## src/rtl/fb_read_arbiter_if.sv

```systemverilog
// fb_read_arbiter_if: one AXI read channel (AR + R) between a read master and a read slave
// master drives araddr/arvalid/rready and receives arready/rdata/rresp/rvalid; slave is the mirror
interface fb_read_arbiter_if #(
  parameter int AXI_ADDR_WIDTH = 20,
  parameter int AXI_DATA_WIDTH = 16
);
  logic [AXI_ADDR_WIDTH-1:0] araddr;
  logic                      arvalid;
  logic                      arready;
  logic [AXI_DATA_WIDTH-1:0] rdata;
  logic [1:0]                rresp;
  logic                      rvalid;
  logic                      rready;
  modport master (output araddr, arvalid, rready, input arready, rdata, rresp, rvalid);
  modport slave  (input araddr, arvalid, rready, output arready, rdata, rresp, rvalid);
endinterface

```

## src/rtl/fb_read_arbiter.sv

```systemverilog
// fb_read_arbiter: shares the SRAM frame-buffer AXI read port between display (favoured) and blitter
// clk/reset: clock and synchronous active-high reset
// disp, blt: read masters (slave side of their channels); sram: read slave (master side)
// Requests are granted into a registered AR stage; a route FIFO of grant IDs steers in-order responses.
module fb_read_arbiter #(
  parameter int AXI_ADDR_WIDTH  = 20,
  parameter int AXI_DATA_WIDTH  = 16,
  parameter int MAX_OUTSTANDING = 4,
  parameter int DISP_STREAK     = 8
) (
  input  logic                clk,
  input  logic                reset,
  fb_read_arbiter_if.slave    disp,
  fb_read_arbiter_if.slave    blt,
  fb_read_arbiter_if.master   sram
);
  localparam int PW = MAX_OUTSTANDING > 1 ? $clog2(MAX_OUTSTANDING) : 1;
  localparam int CW = $clog2(MAX_OUTSTANDING + 1);
  localparam int SW = $clog2(DISP_STREAK + 1);
  logic [MAX_OUTSTANDING-1:0] route_q, route_d;
  logic [PW-1:0]              wr_q, wr_d, rd_q, rd_d;
  logic [CW-1:0]              cnt_q, cnt_d;
  logic [SW-1:0]              streak_q, streak_d;
  logic [AXI_ADDR_WIDTH-1:0]  araddr_q, araddr_d;
  logic                       arvalid_q, arvalid_d;
  logic                       live, head, rr, pop, slot, blt_turn, blt_win, disp_win, push;
  function automatic logic [PW-1:0] nxt(input logic [PW-1:0] p);
    return p == PW'(MAX_OUTSTANDING - 1) ? '0 : p + PW'(1);
  endfunction
  // A pop in the same cycle frees a FIFO entry, so a full FIFO can still take a grant.
  always_comb begin
    live      = !reset && cnt_q != '0;
    head      = route_q[rd_q];
    rr        = live && (head ? blt.rready : disp.rready);
    pop       = rr && sram.rvalid;
    slot      = !reset && (!arvalid_q || sram.arready) && (cnt_q < CW'(MAX_OUTSTANDING) || pop);
    blt_turn  = streak_q == SW'(DISP_STREAK) && blt.arvalid;
    blt_win   = slot && blt.arvalid && (blt_turn || !disp.arvalid);
    disp_win  = slot && disp.arvalid && !blt_turn;
    push      = disp_win || blt_win;
    araddr_d  = push ? (blt_win ? blt.araddr : disp.araddr) : araddr_q;
    arvalid_d = push || (arvalid_q && !sram.arready);
    streak_d  = (!blt.arvalid || blt_win) ? '0 :
                (disp_win && streak_q != SW'(DISP_STREAK)) ? streak_q + SW'(1) : streak_q;
    route_d   = route_q;
    if (push) route_d[wr_q] = blt_win;
    wr_d      = push ? nxt(wr_q) : wr_q;
    rd_d      = pop ? nxt(rd_q) : rd_q;
    cnt_d     = cnt_q + CW'(push) - CW'(pop);
  end
  always_ff @(posedge clk) begin
    if (reset) begin
      route_q   <= '0;
      wr_q      <= '0;
      rd_q      <= '0;
      cnt_q     <= '0;
      streak_q  <= '0;
      araddr_q  <= '0;
      arvalid_q <= 1'b0;
    end else begin
      route_q   <= route_d;
      wr_q      <= wr_d;
      rd_q      <= rd_d;
      cnt_q     <= cnt_d;
      streak_q  <= streak_d;
      araddr_q  <= araddr_d;
      arvalid_q <= arvalid_d;
    end
  end
  assign disp.arready = disp_win;
  assign blt.arready  = blt_win;
  assign disp.rdata   = sram.rdata;
  assign disp.rresp   = sram.rresp;
  assign blt.rdata    = sram.rdata;
  assign blt.rresp    = sram.rresp;
  assign disp.rvalid  = live && sram.rvalid && !head;
  assign blt.rvalid   = live && sram.rvalid && head;
  assign sram.rready  = rr;
  assign sram.araddr  = araddr_q;
  assign sram.arvalid = arvalid_q;
endmodule
```

## src/flat_wrapper.sv

```systemverilog
// flat-port wrapper written by rule: the top's interface ports become plain ports
module fb_read_arbiter_flat 
#(
  parameter int AXI_ADDR_WIDTH  = 20,
  parameter int AXI_DATA_WIDTH  = 16,
  parameter int MAX_OUTSTANDING = 4,
  parameter int DISP_STREAK     = 8
)
  (clk, reset, disp_araddr, disp_arvalid, disp_rready, disp_arready, disp_rdata, disp_rresp, disp_rvalid, blt_araddr, blt_arvalid, blt_rready, blt_arready, blt_rdata, blt_rresp, blt_rvalid, sram_araddr, sram_arvalid, sram_rready, sram_arready, sram_rdata, sram_rresp, sram_rvalid);
  fb_read_arbiter_if #(.AXI_ADDR_WIDTH(AXI_ADDR_WIDTH), .AXI_DATA_WIDTH(AXI_DATA_WIDTH)) disp_i ();
  fb_read_arbiter_if #(.AXI_ADDR_WIDTH(AXI_ADDR_WIDTH), .AXI_DATA_WIDTH(AXI_DATA_WIDTH)) blt_i ();
  fb_read_arbiter_if #(.AXI_ADDR_WIDTH(AXI_ADDR_WIDTH), .AXI_DATA_WIDTH(AXI_DATA_WIDTH)) sram_i ();
  input  logic clk;
  input  logic reset;
  input wire logic [$bits(disp_i.araddr)-1:0] disp_araddr;
  input wire logic [$bits(disp_i.arvalid)-1:0] disp_arvalid;
  input wire logic [$bits(disp_i.rready)-1:0] disp_rready;
  output wire logic [$bits(disp_i.arready)-1:0] disp_arready;
  output wire logic [$bits(disp_i.rdata)-1:0] disp_rdata;
  output wire logic [$bits(disp_i.rresp)-1:0] disp_rresp;
  output wire logic [$bits(disp_i.rvalid)-1:0] disp_rvalid;
  input wire logic [$bits(blt_i.araddr)-1:0] blt_araddr;
  input wire logic [$bits(blt_i.arvalid)-1:0] blt_arvalid;
  input wire logic [$bits(blt_i.rready)-1:0] blt_rready;
  output wire logic [$bits(blt_i.arready)-1:0] blt_arready;
  output wire logic [$bits(blt_i.rdata)-1:0] blt_rdata;
  output wire logic [$bits(blt_i.rresp)-1:0] blt_rresp;
  output wire logic [$bits(blt_i.rvalid)-1:0] blt_rvalid;
  output wire logic [$bits(sram_i.araddr)-1:0] sram_araddr;
  output wire logic [$bits(sram_i.arvalid)-1:0] sram_arvalid;
  output wire logic [$bits(sram_i.rready)-1:0] sram_rready;
  input wire logic [$bits(sram_i.arready)-1:0] sram_arready;
  input wire logic [$bits(sram_i.rdata)-1:0] sram_rdata;
  input wire logic [$bits(sram_i.rresp)-1:0] sram_rresp;
  input wire logic [$bits(sram_i.rvalid)-1:0] sram_rvalid;
  assign disp_i.araddr = disp_araddr;
  assign disp_i.arvalid = disp_arvalid;
  assign disp_i.rready = disp_rready;
  assign disp_arready = disp_i.arready;
  assign disp_rdata = disp_i.rdata;
  assign disp_rresp = disp_i.rresp;
  assign disp_rvalid = disp_i.rvalid;
  assign blt_i.araddr = blt_araddr;
  assign blt_i.arvalid = blt_arvalid;
  assign blt_i.rready = blt_rready;
  assign blt_arready = blt_i.arready;
  assign blt_rdata = blt_i.rdata;
  assign blt_rresp = blt_i.rresp;
  assign blt_rvalid = blt_i.rvalid;
  assign sram_araddr = sram_i.araddr;
  assign sram_arvalid = sram_i.arvalid;
  assign sram_rready = sram_i.rready;
  assign sram_i.arready = sram_arready;
  assign sram_i.rdata = sram_rdata;
  assign sram_i.rresp = sram_rresp;
  assign sram_i.rvalid = sram_rvalid;
  fb_read_arbiter #(.AXI_ADDR_WIDTH(AXI_ADDR_WIDTH), .AXI_DATA_WIDTH(AXI_DATA_WIDTH), .MAX_OUTSTANDING(MAX_OUTSTANDING), .DISP_STREAK(DISP_STREAK)) u_core (.clk(clk), .reset(reset), .disp(disp_i), .blt(blt_i), .sram(sram_i));
endmodule
```

## config.mk

```make
export PLATFORM = sky130hd
export DESIGN_NAME = fb_read_arbiter_flat
export DESIGN_NICKNAME = d
export VERILOG_FILES = /design/src/rtl/fb_read_arbiter_if.sv /design/src/rtl/fb_read_arbiter.sv /design/src/flat_wrapper.sv
export SDC_FILE = /design/constraint.sdc
export NUM_CORES = 1
export LEC_CHECK = 0
export ABC_AREA = 1
export BUFFER_PORTS_ARGS = -buffer_cell sky130_fd_sc_hd__buf_2
export CORE_MARGIN = 5
export CORE_UTILIZATION = 47
export DETAILED_ROUTE_END_ITERATION = 10
export PLACE_DENSITY = 0.83
export SLEW_MARGIN = 0
export SYNTH_ARGS = -nofsm -noshare
export SYNTH_HDL_FRONTEND = slang
export SYNTH_SLANG_ARGS = --single-unit
```

## constraint.sdc

```tcl
create_clock -name clk -period 7.25 [get_ports clk]
set_input_delay 0.3625 -clock clk [delete_from_list [all_inputs] [get_ports clk]]
set_output_delay 0.3625 -clock clk [all_outputs]
set_load 0.02 [all_outputs]
```

* After elaboration in Yosys (flattened, before gate mapping) *
Index checks and enable logic that the tools add are counted.
Widths: inputs -> output; s select.

word-level totals
  flip-flop bits (word level) = 36
  output and inout port bits = 62

operators by class
  add/subtract/negate cells = 5
  reductions and logical operators = 31
  multiplexer cells = 9
  $lt $le $gt $ge = 4
  equality and inequality tests = 4

operator list
  operator             number
  $mux 20              1
  $logic_and 1x1->1    16
  $logic_not 1->1      7
  $logic_or 1x1->1     6
  $lt 2x3->1 const B   2
  $add 2x1->2 const B  2
  $add 4x1->4 const B  1
  $bwmux 4             1
  $eq 2x2->1 const B   2
  $eq 4x4->1 const B   1
  $mux 2               2
  $ne 4x4->1 const B   1
  $add 3x1->3          1
  $lt 3x3->1 const B   1
  $mux 1               3
  $reduce_bool 3->1    1
  $sub 3x1->3          1
  $bmux 1 s2           1
  $demux 1 s2          1
  $ge 2x1->1 const B   1
  $reduce_or 2->1      1

* Depth between registers and ports, before layout *
Gate-level depths: netlist of run 1.

  depth in word-level cells = 12
  depth in mapped cells = 16

* Worst setup path before layout of run 1 *
Ideal clock, no wire load.

  path type = input-to-reg
  from = in reset
  to = reg u_core.cnt_q[2]
  data required time = 7.128 ns
  setup slack = 4.879 ns
  setup time = 0.122 ns
  stages = 15
  path buffers = 2
  data arrival time = 2.249 ns
  cells stage by stage = buf_2 inv_2 nand2_2 nor2_4 nand3_4 nand2_4 nand3_4 nand2_4 buf_6 ha_1 inv_1 fa_1 xor2_1 o21ai_0 a21oi_1

between the ends
  cells in the longest elaborated chain, start to end = 11
  elaborated cells on any way between the ends = 14
  those cells by class = add/sub (2); reduce/logical (12)

RTL lines
  item                                               line                                          text
  from (decl)                                        flat_wrapper.sv:14                            input logic reset;
  $logic_not 1->1 *                                  fb_read_arbiter.sv:32, fb_read_arbiter.sv:36
  $logic_and 1x1->1                                  fb_read_arbiter.sv:32                         live = !reset && cnt_q != '0;
  $logic_and 1x1->1                                  fb_read_arbiter.sv:34                         rr = live && (head ? blt.rready : disp.rready);
  $logic_and 1x1->1                                  fb_read_arbiter.sv:35                         pop = rr && sram.rvalid;
  $logic_or 1x1->1                                   fb_read_arbiter.sv:36                         slot = !reset && (!arvalid_q || sram.arready) && (cnt_q < CW'(MAX_OUTSTANDING) || pop);
  $logic_and 1x1->1 *                                fb_read_arbiter.sv:36
  $logic_and 1x1->1 (on tied branches) (2 in a row)  fb_read_arbiter.sv:39, fb_read_arbiter.sv:38
  $logic_or 1x1->1 *                                 fb_read_arbiter.sv:40                         push = disp_win || blt_win;
  named net u_core.push                              fb_read_arbiter.sv:26                         logic live, head, rr, pop, slot, blt_turn, blt_win, disp_win, push;
  $add 3x1->3 *                                      fb_read_arbiter.sv:49                         cnt_d = cnt_q + CW'(push) - CW'(pop);
  $sub 3x1->3 *                                      fb_read_arbiter.sv:49
  to (signal assigned)                               fb_read_arbiter.sv:64                         cnt_q <= cnt_d;
  to (decl)                                          fb_read_arbiter.sv:22                         logic [CW-1:0] cnt_q, cnt_d;

Mark *: on every way through the listed nets, which the timed path passes. The rest lies on a longest branch.
A chain may end at the register's enable or synchronous reset.

* Worst setup path in the final report of run 1 *
  from = reg u_core.streak_q[0]
  to = reg u_core.cnt_q[2]

between the ends
  cells in the longest elaborated chain, start to end = 7
  elaborated cells on any way between the ends = 9
  those cells by class = add/sub (2); eq/ne (1); reduce/logical (6)

RTL lines
  item                                                        line                                          text
  from (decl)                                                 fb_read_arbiter.sv:23                         logic [SW-1:0] streak_q, streak_d;
  from (signal assigned)                                      fb_read_arbiter.sv:65                         streak_q <= streak_d;
  $eq 4x4->1 *                                                fb_read_arbiter.sv:37                         blt_turn = streak_q == SW'(DISP_STREAK) && blt.arvalid;
  $logic_and 1x1->1 *                                         fb_read_arbiter.sv:37
  $logic_not 1->1 / $logic_or 1x1->1 (equally long branches)  fb_read_arbiter.sv:39, fb_read_arbiter.sv:38
  $logic_and 1x1->1 (on tied branches)                        fb_read_arbiter.sv:39, fb_read_arbiter.sv:38
  $logic_or 1x1->1 *                                          fb_read_arbiter.sv:40
  $add 3x1->3 *                                               fb_read_arbiter.sv:49
  $sub 3x1->3 *                                               fb_read_arbiter.sv:49

Mark *: on every way between the ends. The rest lies on a longest branch, timed or not.

==> impl_metrics.tcl, run 1 <==
set metrics [dict create \
    drtPass1Iterations 4 \
    clock_latency_ps 290 \
    numCtsBuffers 5 \
    async_flop_share 0 \
    status "complete, no violations" \
    drt_drc_violations_left 0 \
    cp.required_ps 7430 \
    antenna_found_initial 0 \
    grt-ovfl-total 0 \
    synth_ff_type "dfxtp_1" \
    netlist_area_mm2 0.00243 \
    portBuffers 73 \
    path_cells "inv_1 > ha_1 > nand2_1 > o21ai_1 > inv_1 > nor2_1 > nand3_4 > nand2_4 > ha_1 > inv_1 > fa_1 > xor2_1 > o21ai_0 > a21oi_1" \
    clock-sinks 36 \
    synth_area_per_cell_um2 6.37 \
    worst_setup_path_start_kind "register" \
    tritoncts "built" \
    grt_pass1_wl_um 8030 \
    initial_core_util 0.480 \
    power_density_mw_per_mm2 235 \
    clockBufferDepth 2 \
    wire_per_inst_um 9.97 \
    hold_violations 0 \
    ys_warn_count 0 \
    area_delta_synth_final_pct 6.89 \
    fin_crit_ps 3020 \
    ant_nets 0 \
    die_h_um 82.0 \
    slew_violations 0 \
    root_buffer "clkbuf_8" \
    cts_hold_buf 0 \
    ys_seq_area_frac 0.296 \
    critPathBufInv 3 \
    crit_family "simple AND/OR/NAND/NOR gates" \
    via_per_inst 4.29 \
    hold_ws_ps 356 \
    pin_count 128 \
    cts_htree_levels 2 \
    fin_crit_sh 0.417 \
    cts_resized 0 \
    setup_viol 0 \
    dp_hpwl_um 3720 \
    crit_type "reg2reg" \
    drv_cap 0 \
    vias 2077 \
    tightest_slew_ps 937 \
    grt_max_degree 44 \
    nNetsFinal 490 \
    n_antenna_cell 0 \
    worst_clock_skew_ps 4.48 \
    synth_fp_nets 458 \
    irDropWorstVdd_uv 102 \
    maxSlewHeadroom 0.374 \
    drt-total-wl_um 4820 \
    drive_gt1_frac 0.220 \
    max_stage_delay_ps 370 \
    gp_congestion 0.786 \
    grt_use_total 0.153 \
    drtIter0Drc 113 \
    p_leak_uw 0.00153 \
    synth_edf_count 0 \
    grt_pass1_vias 1918 \
    grt_setup_unrepaired "false" \
    die_w_um 82.0 \
    dieArea_mm2 0.00672 \
    critPathCaptureType "register" \
    cp.arrival_ps 3200 \
    cts_setup_buffers 0 \
    netlist_instances 382 \
    min_path_type "in2reg" \
    num_rows 26 \
    crit_slowest_cell "fa_1" \
    path_clk_slew_ps 70 \
    fmax_ghz 0.331 \
    tns_ps 0 \
    coreArea_mm2 0.00507 \
    cpMostUsedCell "inv_1" \
    synth.distinct_cells 25 \
    cp_max_fo 43 \
    synth-seq-cells 36 \
]
registers in the layout, summed over array words and instances, names as in the netlist:
| name | count |
|---|---|
| u_core.wr_q | 2 |
| u_core.sram.arvalid | 1 |
| u_core.route_q | 4 |
| u_core.rd_q | 2 |
| u_core.sram.araddr | 20 |
| u_core.cnt_q | 3 |
| u_core.streak_q | 4 |
area by class of cell:
class	count	area, um2
Fill cell	537	2470
Multi-Input combinational cell	234	1110
Sequential cell	36	721
Timing Repair Buffer	73	365
Inverter	64	240
Tap cell	70	87.6
Clock buffer	5	68.8
Clock inverter	2	12.5
placed cells by master, fill, tap and decap left out:
cell / count
a21oi_1: 13
buf_2: 73
clkbuf_8: 5
clkinv_1: 1
clkinv_2: 1
clkinvlp_4: 1
dfxtp_1: 36
fa_1: 1
ha_1: 9
inv_1: 61
inv_2: 2
nand2_1: 108
nand2_2: 1
nand2_4: 2
nand3_1: 4
nand3_2: 1
nand3_4: 2
nand4_1: 8
nor2_1: 74
nor2_4: 1
o211ai_2: 1
o21ai_0: 4
o21ai_1: 1
or2_2: 1
xor2_1: 3
logic make-up after synthesis:
logic type               Yosys count  synth area share
XOR/XNOR                           3            0.0108
AO/OA/AOI/OAI                     19            0.0422
adder cells (fa/ha/maj)           10            0.0545
flip-flops                        36             0.296
buffers and inverters            112             0.249
AND/OR/NAND/NOR                  202             0.347
report_power, final:
part | internal (uW) | switching [uW] | leakage (uW)
logic | 80.9 | 145 | 0.00119
registers | 227 | 20.6 | 0.000296
clock network | 65.0 | 72.8 | 0.0000400
total | 373 | 238 | 0.00153
cell usage after synthesis (all sizes together), types with 2 or more instances:
cell | instances | area, um2
inv | 63 | 236
nand2 | 111 | 434
xor2 | 3 | 26.3
dfxtp | 36 | 721
buf | 46 | 359
nand3 | 7 | 65.1
o21ai | 5 | 25.0
a21oi | 13 | 65.1
nand4 | 8 | 50.1
clkbuf | 2 | 7.51
ha | 9 | 113
nor2 | 75 | 289
final timing paths:
check	from	end	slack (ps)	depth (start not counted)
max reg2reg	u_core.streak_q[0]$_SDFFE_PP0P_	u_core.cnt_q[2]$_SDFF_PP0_	4230	14
max	u_core.streak_q[0]$_SDFFE_PP0P_	u_core.cnt_q[2]$_SDFF_PP0_	4230	14
min reg2reg	u_core.streak_q[3]$_SDFFE_PP0P_	u_core.streak_q[3]$_SDFFE_PP0P_	480	2
min	reset	u_core.cnt_q[1]$_SDFF_PP0_	360	2
layer usage:
layer,vias up,track usage,part of all wire
met3,9,0.0471,0.083
li1,1150,-,-
met1,856,0.180,0.44
met4,0,0.0714,0.016
met5,-,0,0
met2,62,0.251,0.46
stage by stage:
stage	total power (uW)	util	setup WS [ps]	area (um2)	std cells
after detailed placement	479	0.497	3970	2520	477
after floorplan	455	-	4880	2430	382
after global routing	659	0.513	3890	2600	484
after global placement	473	0.497	4090	2520	477
final	611	0.513	4230	2600	484
after CTS	620	0.513	4200	2600	484
(Power assumes the default switching activity.)
==> run 2, diff against run 1 <==
--- a/config.mk
+++ b/config.mk
@@ -5,12 +5,12 @@
 export SDC_FILE = /design/constraint.sdc
 export NUM_CORES = 1
 export LEC_CHECK = 0
-export ABC_AREA = 1
+export ABC_AREA = 0
 export BUFFER_PORTS_ARGS = -buffer_cell sky130_fd_sc_hd__buf_2
 export CORE_MARGIN = 5
-export CORE_UTILIZATION = 47
+export CORE_UTILIZATION = 39
 export DETAILED_ROUTE_END_ITERATION = 10
-export PLACE_DENSITY = 0.83
+export PLACE_DENSITY = 0.76
 export SLEW_MARGIN = 0
 export SYNTH_ARGS = -nofsm -noshare
 export SYNTH_HDL_FRONTEND = slang
==> constraint.sdc (replaced) <==
create_clock -name clk -period 2.7 [get_ports clk]
set_input_delay 0.135 -clock clk [delete_from_list [all_inputs] [get_ports clk]]
set_output_delay 0.135 -clock clk [all_outputs]
set_load 0.02 [all_outputs]
==> impl_metrics.tcl, run 2 <==
set metrics [dict create \
    setup_viol 0 \
    path_cells "mux4_2 > mux2i_4 > or2_4 > inv_4 > ha_4 > inv_2 > ha_4 > inv_2 > fa_2 > xor2_1 > xnor2_1 > nor2_1" \
    synth.distinct_cells 36 \
    coreArea_mm2 0.00517 \
    power_density_mw_per_mm2 713 \
    cts_htree_levels 2 \
    ant_nets 0 \
    synth_top_area_share 0.342 \
    numCtsBuffers 5 \
    netlist_instances 229 \
    p_leak_uw 0.00111 \
    root_buffer "clkbuf_8" \
    clock-sinks 36 \
    grt_pass1_vias 1599 \
    num_rows 26 \
    grt_setup_unrepaired "true" \
    min_path_type "in2reg" \
    tritoncts "built" \
    max_stage_delay_ps 560 \
    rr_startpoint "u_core.rd_q[0]$_SDFFE_PP0P_" \
    die_w_um 83.5 \
    via_per_inst 4.80 \
    drt_drc_violations_left 0 \
    nNetsFinal 348 \
    cp_num_cells 12 \
    r2r_slack_ps 50 \
    n_antenna_cell 0 \
    worst_clock_skew_ps 10.9 \
    crit_family "multiplexers" \
    yosysTopAreaCell "dfxtp_1" \
    area_delta_synth_final_pct 15.7 \
    maxSlewHeadroom 0.649 \
    antenna_found_initial 0 \
    status "complete, no violations" \
    portBuffers 73 \
    async_flop_share 0 \
    hold_depth 3 \
    drt-total-wl_um 4520 \
    cp.required_ps 2870 \
    fmax_ghz 0.378 \
    cp_max_fo 2 \
    synthTopCellsByArea "dfxtp_1 (34%), buf_4 (13%), mux2i_1 (10%)" \
    yosys-top-cells-count "buf_4 (36), dfxtp_1 (36), nor2_1 (31), a211oi_1 (22), mux2i_1 (21)" \
    min_to "u_core.sram.araddr[10]$_SDFFE_PP0P_" \
    crit_type "reg2reg" \
    cp.arrival_ps 2820 \
    path_clk_slew_ps 80 \
    dieArea_mm2 0.00697 \
    r2r_cells 12 \
    synth_ff_type "dfxtp_1" \
    final_common_cell "buf_2" \
    fin_crit_sh 0.981 \
    pin_count 128 \
    clockBufferDepth 2 \
    dpl_worst_slack_ps -23.0 \
    drv_cap 0 \
    grt_pass1_wl_um 7440 \
    synth_edf_count 0 \
    drive_gt1_frac 0.396 \
    netlist_area_mm2 0.00211 \
    ys_seq_area_frac 0.342 \
    synth_area_per_cell_um2 9.20 \
    grt-ovfl-total 0 \
    synth_fp_nets 305 \
    critPathBufInv 3 \
    crit_slowest_cell "mux4_2" \
    hold_violations 0 \
    grt_use_total 0.130 \
    slew_violations 0 \
    die_h_um 83.5 \
    dp_hpwl_um 3410 \
    critPathCaptureType "register" \
    drtPass1Iterations 4 \
    gp_congestion 0.833 \
    tightest_slew_ps 521 \
    fin_crit_ps 2650 \
    grt_max_degree 46 \
    irDropWorstVdd_uv 310 \
    ys_warn_count 0 \
    worst_slack_ps 51.4 \
    tns_ps 0 \
    vias 1646 \
    r2r-end "u_core.cnt_q[2]$_SDFF_PP0_" \
    largest_register_ff_count 20 \
    worstHoldStart "disp_araddr[10]" \
    drtIter0Drc 54 \
    initial_core_util 0.407 \
    layout_common_cells "buf_2 (73), dfxtp_1 (35), nor2_1 (31), a211oi_1 (22), mux2i_1 (21)" \
    wire_per_inst_um 13.2 \
    synth-seq-cells 36 \
    worst_setup_path_start_kind "register" \
    clock_latency_ps 290 \
]
[run 2: cell types whose count changed after synthesis, sizes merged, moves of 4 or more]
cell    change
a211oi     +24
a21oi       -5
buf         -5
inv        -53
mux2i      +22
nand2     -103
nand2b      +4
nand3       -4
nand4       -8
nor2       -44
[run 2: cell type report]
class	count	area, um2
fillers	495	2730
multi-input cells	137	1070
flip-flops and latches	36	722
repair buffers	82	433
well taps	70	87.6
clock buffers	5	68.8
inverters	10	40.0
clock inverters	3	18.8
[run 2: what timing repair did]
action                     4_1_cts  5_1_grt
resized for setup                0        7
gates cloned                     0        0
pin swaps                        0        4
hold buffers                     0        0
setup endpoints to repair        1        1
setup buffers                    2        1
[run 2: stage by stage]
step                utilization  instances  cell area [um2]  power [uW]  hold WS (ps)
finish                    0.471        343             2440        1740           172
global route              0.471        343             2440        1870           176
CTS                       0.465        342             2400        1740           165
detailed placement        0.445        332             2300        1350           270
global placement          0.445        332             2300        1330           270
floorplan                     -        229             2110        1240           349
[run 2: logic make-up (layout without fill, tap and decap cells)]
| logic type | Yosys count | after routing | synth area share |
|---|---|---|---|
| muxes | 23 | 23 | 0.121 |
| and+or+nand+nor | 60 | 60 | 0.137 |
| xor gates and xnor gates | 2 | 2 | 0.00832 |
| adders and majority gates | 10 | 10 | 0.0629 |
| buffers and inverters | 56 | 100 | 0.167 |
| AOI/OAI and AO/OA | 42 | 42 | 0.162 |
| DFF | 36 | 36 | 0.342 |
[run 2: worst max path at each step]
stage                                            from                         end  slack, ps
after floorplan           u_core.rd_q[0]$_SDFFE_PP0P_  u_core.cnt_q[2]$_SDFF_PP0_          3
after global placement    u_core.rd_q[0]$_SDFFE_PP0P_  u_core.cnt_q[2]$_SDFF_PP0_         70
after detailed placement  u_core.rd_q[0]$_SDFFE_PP0P_  u_core.cnt_q[2]$_SDFF_PP0_        -20
after CTS                 u_core.rd_q[0]$_SDFFE_PP0P_  u_core.cnt_q[2]$_SDFF_PP0_          4
after global routing      u_core.rd_q[0]$_SDFFE_PP0P_  u_core.cnt_q[2]$_SDFF_PP0_        -10
final                     u_core.rd_q[0]$_SDFFE_PP0P_  u_core.cnt_q[2]$_SDFF_PP0_         50
[run 2: per-layer routing]
layer | vias to the layer above | share of wire | routed length, um | track usage
li1 | 850 | - | - | -
met1 | 726 | 0.42 | 1910 | 0.147
met2 | 62 | 0.47 | 2140 | 0.217
met3 | 8 | 0.085 | 384 | 0.0503
met4 | 0 | 0.018 | 81 | 0.0556
met5 | - | 0 | 0 | 0
[run 2: where the power goes]
| group | internal (uW) | switching [uW] | total (uW) |
|---|---|---|---|
| Combinational | 287 | 377 | 663 |
| Clock | 180 | 199 | 379 |
| Sequential | 625 | 72.1 | 697 |
| Total | 1090 | 647 | 1740 |
[run 2: worst register-to-register path, cell delays in order, from the launching register on]
cell,delay (ps)
dfxtp_2,350
mux4_2,560
mux2i_4,220
or2_4,260
inv_4,60
ha_4,180
inv_2,60
ha_4,110
inv_2,40
fa_2,340
xor2_1,160
xnor2_1,130
nor2_1,50
